[src/rtl/exception_sequencer.sv]
// ----------------------------------------------------------------------------
// exception_sequencer
//
// Sequences the pipeline's response to an exception raised by the exception
// detection logic. It captures the faulting PC and cause, then flushes the
// affected pipeline registers for a fixed number of cycles. After that it
// redirects fetch to the handler. When the handler asks to return, fetch
// resumes at the instruction that follows the faulting one.
//
// Every output is registered. Each one is decoded from the state the machine
// is about to enter, so it is valid for the whole cycle spent in that state.
//
// Ports
//   clk            in   clock, all state on the rising edge
//   rst            in   asynchronous active-high reset
//   ExceptionCause in   0 none, 1 bad opcode, 2 bad funct, 3 bad reg,
//                       4 ALU overflow, 5-7 reserved
//   ExceptionPC    in   PC of the faulting instruction
//   Eret           in   handler requests return
//   ClearCause     out  one-cycle pulse telling the exception unit to clear
//   FlushIFID      out  flush IF/ID register
//   FlushIDEX      out  flush ID/EX register
//   FlushEXMEM     out  flush EX/MEM register
//   StallPC        out  hold the PC
//   PCLoad         out  load PCTarget into the PC this cycle
//   PCTarget       out  redirect address, 0 whenever PCLoad is low
//   EPC            out  latched exception PC
//   CauseReg       out  latched cause
//   InHandler      out  handler executing
//   DoubleFault    out  sticky, an exception arrived while busy
//   ExcCount       out  accepted exceptions, saturating at 255
// ----------------------------------------------------------------------------
module exception_sequencer #(
   parameter int                     PC_WIDTH     = 6,
   parameter logic [PC_WIDTH-1:0]    HANDLER_ADDR = 6'd48,
   parameter int                     FLUSH_CYCLES = 2,
   parameter int                     PC_STEP      = 1
) (
   input  logic                clk,
   input  logic                rst,
   input  logic [2:0]          ExceptionCause,
   input  logic [PC_WIDTH-1:0] ExceptionPC,
   input  logic                Eret,
   output logic                ClearCause,
   output logic                FlushIFID,
   output logic                FlushIDEX,
   output logic                FlushEXMEM,
   output logic                StallPC,
   output logic                PCLoad,
   output logic [PC_WIDTH-1:0] PCTarget,
   output logic [PC_WIDTH-1:0] EPC,
   output logic [2:0]          CauseReg,
   output logic                InHandler,
   output logic                DoubleFault,
   output logic [7:0]          ExcCount
);

   typedef enum logic [2:0] {
      ST_IDLE,
      ST_FLUSH,
      ST_REDIRECT,
      ST_HANDLER,
      ST_RETURN
   } state_t;

   localparam logic [3:0]          FLUSH_LOAD = 4'(FLUSH_CYCLES);
   localparam logic [PC_WIDTH-1:0] STEP       = PC_WIDTH'(PC_STEP);
   localparam logic [2:0]          CAUSE_OVF  = 3'd4;

   state_t              state_q, state_d;
   logic [3:0]          flushCnt_q, flushCnt_d;
   logic [PC_WIDTH-1:0] epc_q, epc_d;
   logic [2:0]          cause_q, cause_d;
   logic [7:0]          excCount_q, excCount_d;
   logic                doubleFault_q, doubleFault_d;

   logic                clearCause_q, clearCause_d;
   logic                flushIFID_q, flushIFID_d;
   logic                flushIDEX_q, flushIDEX_d;
   logic                flushEXMEM_q, flushEXMEM_d;
   logic                stallPC_q, stallPC_d;
   logic                pcLoad_q, pcLoad_d;
   logic [PC_WIDTH-1:0] pcTarget_q, pcTarget_d;
   logic                inHandler_q, inHandler_d;

   logic                validCause;
   logic                anyCause;

   // Only causes 1-4 start an exception sequence. The reserved codes 5-7
   // are ignored in IDLE. Any nonzero code that arrives while the machine
   // is busy still counts as a double fault.
   assign validCause = (ExceptionCause >= 3'd1) && (ExceptionCause <= 3'd4);
   assign anyCause   = (ExceptionCause != 3'd0);

   // Next-state logic. A new exception is only taken from IDLE. In every
   // other state a nonzero cause sets the sticky DoubleFault flag and
   // pulses ClearCause, so the exception unit is never left waiting. EPC,
   // CauseReg and ExcCount are left untouched in that case, so the handler
   // that is already running still returns to the original fault site.
   always_comb begin
      state_d       = state_q;
      flushCnt_d    = flushCnt_q;
      epc_d         = epc_q;
      cause_d       = cause_q;
      excCount_d    = excCount_q;
      doubleFault_d = doubleFault_q;
      clearCause_d  = 1'b0;

      case (state_q)
         ST_IDLE: begin
            if (validCause) begin
               epc_d        = ExceptionPC;
               cause_d      = ExceptionCause;
               excCount_d   = (excCount_q == 8'hFF) ? excCount_q : excCount_q + 8'd1;
               clearCause_d = 1'b1;
               flushCnt_d   = FLUSH_LOAD;
               state_d      = ST_FLUSH;
            end
         end
         ST_FLUSH: begin
            // The counter is loaded with FLUSH_CYCLES on entry. Leaving when
            // it reads 1 gives exactly FLUSH_CYCLES cycles in this state.
            if (flushCnt_q <= 4'd1) begin
               flushCnt_d = 4'd0;
               state_d    = ST_REDIRECT;
            end else begin
               flushCnt_d = flushCnt_q - 4'd1;
            end
         end
         ST_REDIRECT: begin
            state_d = ST_HANDLER;
         end
         ST_HANDLER: begin
            if (Eret) begin
               state_d = ST_RETURN;
            end
         end
         ST_RETURN: begin
            state_d = ST_IDLE;
         end
         default: begin
            state_d = ST_IDLE;
         end
      endcase

      if ((state_q != ST_IDLE) && anyCause) begin
         doubleFault_d = 1'b1;
         clearCause_d  = 1'b1;
      end
   end

   // Output decode. It is driven from the state being entered, so the
   // registered copies line up with the state they describe. The EX/MEM
   // register is only flushed for an ALU overflow: in that case the
   // faulting instruction has already reached EX.
   always_comb begin
      flushIFID_d  = 1'b0;
      flushIDEX_d  = 1'b0;
      flushEXMEM_d = 1'b0;
      stallPC_d    = 1'b0;
      pcLoad_d     = 1'b0;
      pcTarget_d   = '0;
      inHandler_d  = 1'b0;

      case (state_d)
         ST_FLUSH: begin
            stallPC_d    = 1'b1;
            flushIFID_d  = 1'b1;
            flushIDEX_d  = 1'b1;
            flushEXMEM_d = (cause_d == CAUSE_OVF);
         end
         ST_REDIRECT: begin
            pcLoad_d    = 1'b1;
            pcTarget_d  = HANDLER_ADDR;
            flushIFID_d = 1'b1;
         end
         ST_HANDLER: begin
            inHandler_d = 1'b1;
         end
         ST_RETURN: begin
            // Wraps modulo 2^PC_WIDTH by truncation.
            pcLoad_d    = 1'b1;
            pcTarget_d  = epc_d + STEP;
            flushIFID_d = 1'b1;
         end
         default: begin
         end
      endcase
   end

   // State and registered outputs. Reset is asynchronous, so a reset
   // that arrives mid-sequence drops flush, stall and load straight away,
   // without waiting for the next clock edge.
   always_ff @(posedge clk or posedge rst) begin
      if (rst) begin
         state_q       <= ST_IDLE;
         flushCnt_q    <= 4'd0;
         epc_q         <= '0;
         cause_q       <= 3'd0;
         excCount_q    <= 8'd0;
         doubleFault_q <= 1'b0;
         clearCause_q  <= 1'b0;
         flushIFID_q   <= 1'b0;
         flushIDEX_q   <= 1'b0;
         flushEXMEM_q  <= 1'b0;
         stallPC_q     <= 1'b0;
         pcLoad_q      <= 1'b0;
         pcTarget_q    <= '0;
         inHandler_q   <= 1'b0;
      end else begin
         state_q       <= state_d;
         flushCnt_q    <= flushCnt_d;
         epc_q         <= epc_d;
         cause_q       <= cause_d;
         excCount_q    <= excCount_d;
         doubleFault_q <= doubleFault_d;
         clearCause_q  <= clearCause_d;
         flushIFID_q   <= flushIFID_d;
         flushIDEX_q   <= flushIDEX_d;
         flushEXMEM_q  <= flushEXMEM_d;
         stallPC_q     <= stallPC_d;
         pcLoad_q      <= pcLoad_d;
         pcTarget_q    <= pcTarget_d;
         inHandler_q   <= inHandler_d;
      end
   end

   assign ClearCause  = clearCause_q;
   assign FlushIFID   = flushIFID_q;
   assign FlushIDEX   = flushIDEX_q;
   assign FlushEXMEM  = flushEXMEM_q;
   assign StallPC     = stallPC_q;
   assign PCLoad      = pcLoad_q;
   assign PCTarget    = pcTarget_q;
   assign EPC         = epc_q;
   assign CauseReg    = cause_q;
   assign InHandler   = inHandler_q;
   assign DoubleFault = doubleFault_q;
   assign ExcCount    = excCount_q;

endmodule

[config.mk]
export PLATFORM = sky130hd
export DESIGN_NAME = exception_sequencer
export DESIGN_NICKNAME = d
export VERILOG_FILES = /design/src/rtl/exception_sequencer.sv
export SDC_FILE = /design/constraint.sdc
export NUM_CORES = 1
export LEC_CHECK = 0
export CAP_MARGIN = 5
export CORE_ASPECT_RATIO = 0.8
export CORE_MARGIN = 8
export CORE_UTILIZATION = 35
export DETAILED_ROUTE_END_ITERATION = 12
export MAX_ROUTING_LAYER = met4
export PLACE_DENSITY = 0.57
export SYNTH_ARGS = -nofsm -noshare
export SYNTH_HDL_FRONTEND = slang
export SYNTH_SLANG_ARGS = --single-unit
[constraint.sdc]
create_clock -name clk -period 2.3 [get_ports clk]
set_input_delay 0.46 -clock clk [delete_from_list [all_inputs] [get_ports clk]]
set_output_delay 0.46 -clock clk [all_outputs]
set_load 0.05 [all_outputs]
==> results of run 1 <==
final cells by class:
cell class	instances	area [um2]	share of cell area [%]
clock buffers	6	72.57	3.016
multi-input cells	106	744.5	30.94
flip-flops and latches	37	925.9	38.48
well taps	60	75.07	3.120
repair buffers	59	548.0	22.78
clock inverters	2	10.01	0.4160
inverters	8	30.03	1.248
cell usage in the layout (no fill, tap or decap), drive strengths merged, types with 2 or more instances in the layout:
cell	n
o211ai	2
nor2	5
clkbuf	6
buf	17
ha	4
xor2	6
o311a	2
a21oi	5
clkinv	2
mux2	6
and2	2
o2111ai	2
clkdlybuf4s50	42
a21o	2
nand4	3
xnor2	2
nand2	18
dfrtp	37
nor3	5
o21ai	3
o31ai	5
inv	8
nor3b	4
nor4	4
nor4b	2
nand3	7
or3	2
nand2b	2
o21bai	3
power by group through the flow:
| stage | Sequential [mW] | Combinational (mW) | Clock [mW] |
|---|---|---|---|
| after floorplan | 1.73 | 0.705 | 0 |
| after global placement | 1.09 | 2.06 | 0 |
| after detailed placement | 1.10 | 2.07 | 0 |
| after CTS | 1.09 | 2.08 | 0.460 |
| after global routing | 1.13 | 2.23 | 0.484 |
| final | 1.09 | 2.07 | 0.440 |
routing by layer:
| layer | vias up | GRT usage, % |
|---|---|---|
| met3 | 6 | 4.468 |
| met2 | 43 | 18.45 |
| met1 | 673 | 16.41 |
| li1 | 689 | - |
| met5 | - | - |
| met4 | 0 | 4.265 |
per-stage QoR:
| stage | total power [mW] | utilization [%] | TNS, ns | setup WS (ns) | area (um2) |
|---|---|---|---|---|---|
| floorplan | 2.432 | - | 0 | 0.1550 | 1719 |
| global placement | 3.146 | 49.73 | -0.3947 | -0.1302 | 2313 |
| detailed placement | 3.165 | 49.73 | -0.4923 | -0.1948 | 2313 |
| CTS | 3.632 | 51.51 | 0 | 0.08067 | 2396 |
| global route | 3.843 | 51.72 | 0 | 0.03259 | 2406 |
| finish | 3.598 | 51.72 | 0 | 0.1418 | 2406 |
logic make-up (layout without fill, tap and decap cells):
logic type	Yosys count	count (layout)	share of synthesized area, %
AO/OA/AOI/OAI	29	29	12.23
XOR/XNOR	8	8	4.076
adder cells (fa/ha/maj)	4	4	2.911
buffers and inverters	12	75	3.421
flip-flops	37	37	53.86
multiplexers	7	7	4.512
AND/OR/NAND/NOR	58	58	19.00
state kept, by name, indices dropped and copies added (netlist names):
name / flops
DoubleFault: 1
PCTarget: 6
EPC: 6
state_q: 3
ClearCause: 1
ExcCount: 8
FlushIFID: 1
flushCnt_q: 4
PCLoad: 1
CauseReg: 3
StallPC: 1
InHandler: 1
FlushEXMEM: 1
worst paths after layout:
check | startpoint | end | depth (start not counted) | slack [ns]
hold reg to reg | DoubleFault | DoubleFault | 1 | 0.47
setup reg to reg | state_q[0] | PCTarget[5] | 4 | 0.39
min in group asynchronous | rst | FlushIFID | 3 | 0.58
max in group asynchronous | rst | ExcCount[1] | 3 | 1.38
hold / removal | DoubleFault | DoubleFault | 1 | 0.47
setup / recovery | ExceptionCause[1] | PCTarget[2] | 8 | 0.14
worst reg2reg max path: cells and delay by family, from the launching register on:
family | cells | cell delay [ns]
DFF | 1 | 0.42
and+or+nand+nor | 2 | 0.63
AOI/OAI and AO/OA | 2 | 0.79
==> flow_summary_export.csv, run 1 <==
group,metric,value,unit
sta,hold_violations,0,
worst_setup_path,cp_num_buf_inv,2,
routing,drt_wl_total,4430,um
logic_synthesis,ys_seq_elements,37,
pwr,p_leak,1.093,nW
worst_setup_path,cp.arrival,2.36,ns
worst_setup_path,critPathTopFamily,"simple AND/OR/NAND/NOR gates",
placed_design,hpwlAfterDp,3223,um
pwr,seq_power_share,30.2,%
routing,met3_length,307,um
sta,tightest_slew,0.6738,ns
logic_synthesis,synth.distinct_cells,41,
floorplan,fp.dieH,78.69,um
worst_setup_path,cp_slowest_stage_delay,0.43,ns
worst_setup_path,endpoint_kind,"register",
floorplan,num_rows,22,
worst_setup_path,path_cells,"clkdlybuf4s50_1, or3_4, nand3_4, mux2_2, ha_1, inv_1, a21oi_1, nor3b_2",
sta,min_period,2.158,ns
sta,hold_ws,0.4669,ns
floorplan,core_area,4652,um2
pwr,swShare,47.60,%
global_route,antenna_found_initial,0,
logic_synthesis,ys_warn_count,0,
placed_design,dp.cells,270,
worst_hold_path,hold_path.class,"register to register",
clock_tree,worst_skew_pair.late_latency,0.29,ns
finish,syn_to_final_growth,39.96,%
logic_synthesis,syn-num-nets,171,
pwr,p_int,1.886,mW
routing,top_layer_used,"met4",
logic_synthesis,synth_common_cells,"dfrtp_1 (37), nand2_1 (18), inv_1 (8)",
pwr,max-vdd-ir-drop,0.8282,mV
routing,firstDrtPassIters,4,
floorplan,ios,43,
placed_design,routabilityCongestion,0.8676,
finish,antenna_cells,0,
clock_tree,clockBufferDepth,2,
sta,setup_violations,0,
clock_tree,post_cts_buffers,0,
worst_setup_path,start_kind,"primary input",
routing,vias,1411,
sta,fin_crit_sh,93.84,%
routing,wl_per_cell,15.94,um
logic_synthesis,syn_inst,155,
global_route,overflow,0,
logic_synthesis,ys_async_sr_fraction,100.0,%
routing,drt-met1-wl,2141,um
logic_synthesis,ys.flop_type,"dfrtp_1",
pwr,clkPwrFrac,12.2,%
pwr,comb_power_share,57.6,%
pwr,power_density,1495,nW/um2
sta,drv_slew,0,
global_route,grt_pass1_wl,7376,um
routing,dr_wl_met2,1937,um
clock_tree,clkSlewWorstSetupHoldPaths,0.07,ns
finish,nFillCells,407,
worst_setup_path,required,2.50,ns
sta,rsz0062_at_grt,"false",
sta,relSlewSlack,54.74,%
logic_synthesis,yosysMostFrequentCell,"dfrtp_1",
logic_synthesis,yosys-top-cells-area,"dfrtp_1 (54%), nand2_1 (3.9%), mux2_2 (3.9%)",
sta,clock_skew,0.006242,ns
clock_tree,cts_tree,"done",
finish,layout-drive-gt1-share,15.60,%
clock_tree,cts_resized,0,
clock_tree,cts_buffers,5,
routing,drtIter0Drc,68,
run_status,status,"completed",
finish,fin_nets,233,
floorplan,start_util,36.96,%
global_route,first_global_vias,1491,
floorplan,die-area,7424,um2
global_route,grt_util_all_layers,12.87,%
clock_tree,htreeDepth,2,
clock_tree,cts_root_buf,"clkbuf_8",
global_route,grt_max_degree,38,
routing,vias_per_cell,5.076,
clock_tree,cts_hold_buf,0,
logic_synthesis,avgSynthCellArea,11.09,um2
logic_synthesis,synth_area,1719,um2
logic_synthesis,synth_top_cell_area_share,53.86,%
flow_run,cap_violations,0,
placed_design,portBuffers,42,
routing,ant_nets,0,
worst_setup_path,slowest_stage,"clkdlybuf4s50_1",
logic_synthesis,synth_largest_area_cell,"dfrtp_1",
logic_synthesis,synth_edf_count,0,
routing,drcViolationCount,0,
worst_setup_path,crit_type,"primary input to register",
finish,finalNonFillerCells,278,
sta,fmax,463.3,MHz
pwr,p_sw,1.713,mW
floorplan,die_w,94.36,um
logic_synthesis,ys_seq_area_share,53.86,%
worst_setup_path,crit_path_max_fanout,4,
clock_tree,numClockSinks,37,
No activity file was read; power rests on OpenSTA's default activity.
==> run 2, diff against run 1 <==
- CORE_ASPECT_RATIO: 0.8 -> 0.9
- CTS_CLUSTER_DIAMETER: unset -> 150
==> run 2 against run 1 <==
Sequential power about the same. Design area increased by 0.52%. Flip-flop and latch count unchanged. Clock power is 4% higher. Clock skew fell by 0.0046 ns. Cell count grew 1.8%. Via count decreased by 1.1%. Die area shrank 0.14%. Critical path depth unchanged. Fmax decreased by 0.55%. Routed wire length down 1.5%.
==> flow_summary_export.csv, run 2 (same netlist as run 1, synthesis figures left out) <==
group,metric,value,unit
run_status,status,"completed",
worst_setup_path,regToRegEndpoint,"PCTarget[5]",
clock_tree,cts_root_buf,"clkbuf_8",
finish,layout_common_cells,"clkdlybuf4s50_1 (42), dfrtp_1 (37), nand2_1 (18), buf_4 (18), inv_1 (8)",
floorplan,die-area,7414,um2
floorplan,die_w,89.88,um
routing,ant_nets,0,
routing,drt_wl_total,4365,um
finish,stdcell_area,2419,um2
finish,layout-drive-gt1-share,15.14,%
clock_tree,clockBufferDepth,2,
routing,firstDrtPassIters,4,
clock_tree,post_cts_buffers,0,
finish,nFillCells,423,
worst_setup_path,cp.arrival,2.37,ns
sta,hold_ws,0.4624,ns
worst_setup_path,slowest_stage,"clkdlybuf4s50_1",
worst_setup_path,required,2.50,ns
placed_design,dp_slack,-0.1896,ns
worst_setup_path,cp_slowest_stage_delay,0.45,ns
placed_design,dpl_cell_area,2327,um2
global_route,overflow,0,
worst_setup_path,cp_num_buf_inv,2,
floorplan,ios,43,
clock_tree,cts_hold_buf,0,
sta,setup_violations,0,
routing,drcViolationCount,0,
pwr,totalPowerFinal,3.591,mW
sta,finalWorstSetupSlack,0.1298,ns
routing,dr_wl_met2,1869,um
worst_setup_path,start_kind,"primary input",
sta,fin_crit_sh,94.36,%
clock_tree,cts_buffers,5,
clock_tree,cts_tree,"done",
sta,relSlewSlack,62.63,%
routing,drt-met1-wl,2156,um
floorplan,core_area,4775,um2
clock_tree,clkSlewWorstSetupHoldPaths,0.07,ns
global_route,grt_util_all_layers,13.23,%
flow_run,cap_violations,0,
finish,utilization,50.66,%
floorplan,start_util,36.01,%
worst_hold_path,min-delay-start,"DoubleFault",
sta,drv_slew,0,
finish,layout_commonest_cell,"clkdlybuf4s50_1",
worst_setup_path,timing.rr.start,"state_q[0]",
clock_tree,numClockSinks,37,
worst_setup_path,crit_start,"ExceptionCause[0]",
global_route,grt_pass1_wl,7534,um
worst_setup_path,endpoint_kind,"register",
routing,wl_per_cell,15.42,um
worst_setup_path,critPathTopFamily,"simple AND/OR/NAND/NOR gates",
floorplan,fp.dieH,82.49,um
routing,met3_length,295,um
sta,clock_skew,0.001616,ns
placed_design,portBuffers,42,
pwr,power_density,1485,nW/um2
routing,vias,1396,
routing,drtIter0Drc,80,
placed_design,routabilityCongestion,0.8470,
finish,fin_nets,234,
sta,min_period,2.170,ns
clock_tree,worst_skew_pair.late_latency,0.29,ns
finish,largest_reg_flops,8,
worst_setup_path,crit_path_max_fanout,4,
worst_setup_path,rrSetupSlack,0.42,ns
global_route,antenna_found_initial,0,
routing,vias_per_cell,4.933,
finish,syn_to_final_growth,40.68,%
worst_setup_path,reg2reg_depth,4,
worst_hold_path,hold_path.class,"register to register",
floorplan,num_rows,24,
finish,antenna_cells,0,
sta,fmax,460.8,MHz
sta,tightest_slew,0.5559,ns
worst_hold_path,min_path_cells,1,
pwr,p_leak,1.095,nW
clock_tree,htreeDepth,2,
global_route,grt_max_degree,38,
worst_setup_path,crit_type,"primary input to register",
pwr,max-vdd-ir-drop,0.6362,mV
global_route,first_global_vias,1490,
sta,hold_violations,0,
worst_hold_path,hold_end,"DoubleFault",
placed_design,hpwlAfterDp,3283,um
worst_setup_path,path_cells,"clkdlybuf4s50_1, or3_4, nand3_4, mux2_2, ha_1, inv_1, a21oi_1, nor3b_1",
routing,top_layer_used,"met4",
-- run 2: cell types whose count changed in the layout (fill, tap and decap cells not counted), sizes merged --
cell / before / now
clkbuf: 6 / 7
buf: 17 / 18
clkinv: 2 / 0
-- run 2: power by group --
group	switching [mW]	leakage, nW	internal [mW]
sequential	0.190	0.464	0.895
clock	0.218	0.0443	0.238
combinational	1.28	0.587	0.770
total	1.69	1.10	1.90
-- run 2: worst max-delay path by stage --
stage / cells past startpoint / to / slack [ns]
after CTS: 8 / PCTarget[2] / 0.08
after global placement: 8 / PCTarget[2] / -0.14
after detailed placement: 8 / PCTarget[2] / -0.19
after floorplan: 9 / PCTarget[2] / 0.16
final: 8 / PCTarget[2] / 0.13
after global routing: 9 / PCTarget[2] / -0.01
-- run 2: through the flow --
step / TNS, ns / cells
2_1_floorplan: 0 / 155
3_3_place_gp: -0.3924 / 276
3_5_place_dp: -0.4917 / 276
4_1_cts: 0 / 283
5_1_grt: -0.01259 / 283
6_report: 0 / 283
-- run 2: cell type report --
cell class | count | area, um2 | share of cell area [%]
Inverter | 8 | 30.03 | 1.242
Tap cell | 65 | 81.33 | 3.363
Timing Repair Buffer | 60 | 555.5 | 22.97
Multi-Input combinational cell | 106 | 739.5 | 30.57
Clock buffer | 7 | 86.33 | 3.570
Sequential cell | 37 | 925.9 | 38.28
-- run 2: timing repair --
action / in CTS / in global routing
resized for setup: 0 / 1
hold endpoints to repair: 0 / 0
setup endpoints to repair: 0 / 1
-- run 2: per-layer routing --
layer  vias up  track usage, %
li1        691               -
met5         -               -
met4         0           4.312
met3         7           5.601
met1       658           16.16
met2        40           19.46
==> run 3, diff against run 2 <==
- CORE_ASPECT_RATIO: 0.9 -> unset
==> run 3 against run 2 <==
Total power shrank 1.0%. Combinational power is essentially flat. Die area hardly changed. Critical path depth unchanged. Sequential power about the same. Clock skew is 0.0017 ns higher. Largest power group unchanged.
==> flow_summary_export.csv, run 3 (same netlist as run 1, synthesis figures left out) <==
group,metric,value,unit
run_status,status,"completed",
sta,rsz0062_at_grt,"false",
sta,fin_crit_sh,95.52,%
worst_hold_path,hold_path.class,"register to register",
floorplan,fp.dieH,86.09,um
finish,finalNonFillerCells,283,
clock_tree,numClockSinks,37,
flow_run,cap_violations,0,
worst_setup_path,endpoint_kind,"register",
worst_setup_path,crit_type,"primary input to register",
floorplan,core_area,4723,um2
clock_tree,cts_hold_buf,0,
placed_design,hpwlAfterDp,3151,um
clock_tree,worst_skew_pair.late_latency,0.29,ns
routing,ant_nets,0,
sta,tightest_slew,0.8126,ns
finish,nFillCells,431,
clock_tree,clkSlewWorstSetupHoldPaths,0.07,ns
sta,finalWorstSetupSlack,0.1029,ns
clock_tree,clockBufferDepth,2,
sta,drv_slew,0,
worst_setup_path,start_kind,"primary input",
routing,drcViolationCount,0,
worst_setup_path,cp.arrival,2.38,ns
clock_tree,cts_buffers,5,
floorplan,start_util,36.40,%
finish,syn_to_final_growth,38.86,%
finish,fin_nets,231,
routing,drtIter0Drc,107,
sta,fmax,455.2,MHz
routing,firstDrtPassIters,4,
placed_design,portBuffers,42,
finish,layout_common_cells,"clkdlybuf4s50_1 (42), dfrtp_1 (37), nand2_1 (18)",
sta,relSlewSlack,45.36,%
sta,setup_violations,0,
global_route,overflow,0,
floorplan,num_rows,25,
sta,clock_skew,0.003350,ns
floorplan,ios,43,
clock_tree,cts_tree,"done",
finish,antenna_cells,0,
global_route,antenna_found_initial,0,
routing,wl_per_cell,15.00,um
floorplan,die-area,7411,um2
worst_setup_path,crit_path_max_fanout,4,
placed_design,routabilityCongestion,0.9071,
sta,setup_tns,0,ns
floorplan,die_w,86.09,um
pwr,power_density,1489,nW/um2
clock_tree,htreeDepth,2,
global_route,grt_max_degree,38,
finish,layout-drive-gt1-share,12.96,%
clock_tree,cts_root_buf,"clkbuf_8",
sta,min_period,2.197,ns
worst_setup_path,required,2.49,ns
routing,drt_wl_total,4246,um
placed_design,dp.cells,275,
finish,largest_reg_flops,8,
sta,hold_violations,0,
global_route,grt_pass1_wl,7182,um
global_route,first_global_vias,1465,
finish,layout_commonest_cell,"clkdlybuf4s50_1",
placed_design,dp_slack,-0.1765,ns
global_route,grt_util_all_layers,12.55,%
routing,vias,1441,
clock_tree,post_cts_buffers,0,
routing,vias_per_cell,5.092,
pwr,p_leak,1.075,nW
pwr,max-vdd-ir-drop,0.5635,mV
clock_tree,cts_resized,0,
run 3: worst paths after layout:
kind / start / endpoint / slack, ns / cells after the start
min in group asynchronous: rst / ExcCount[0] / 0.57 / 3
hold reg to reg: DoubleFault / DoubleFault / 0.48 / 1
setup / recovery: ExceptionCause[1] / PCTarget[2] / 0.10 / 8
setup reg to reg: state_q[0] / PCTarget[5] / 0.41 / 4
hold / removal: DoubleFault / DoubleFault / 0.48 / 1
max in group asynchronous: rst / EPC[4] / 1.39 / 3
run 3: per-stage QoR:
stage | power [mW] | util, % | hold WS (ns) | cell area [um2]
after floorplan | 2.432 | - | 0.5106 | 1719
after global placement | 3.095 | 48.85 | 0.4597 | 2307
after detailed placement | 3.136 | 48.85 | 0.4595 | 2307
after CTS | 3.584 | 50.54 | 0.4884 | 2387
after global routing | 3.784 | 50.54 | 0.5019 | 2387
final | 3.555 | 50.54 | 0.4768 | 2387
run 3: layout make-up:
type | count | area (um2) | share of cell area, %
sequential | 37 | 925.9 | 38.78
inverter | 8 | 30.03 | 1.258
tap | 67 | 83.83 | 3.512
timing repair buffer | 57 | 533.0 | 22.33
clock buffer | 8 | 80.08 | 3.354
multi-input combinational | 106 | 734.5 | 30.77
run 3: where the power goes:
| part | switching (mW) | total [mW] | internal (mW) |
|---|---|---|---|
| clock network | 0.222 | 0.437 | 0.215 |
| registers | 0.187 | 1.08 | 0.894 |
| logic | 1.28 | 2.04 | 0.753 |
| total | 1.69 | 3.56 | 1.86 |
run 3: worst max-delay path: stages:
cell             delay, ns
clkdlybuf4s50_1       0.41
or3_1                 0.44
nand3_4               0.13
mux2_2                0.35
ha_1                  0.22
inv_1                 0.09
a21oi_1               0.05
nor3b_1               0.23
run 3: metal layers:
metal,part of all wire (%),track usage (%),vias to the layer above
li1,-,-,687
met1,44,14.81,695
met2,48,20.01,53
met3,6.9,3.534,6
met4,1.0,4.299,0
met5,0,-,-
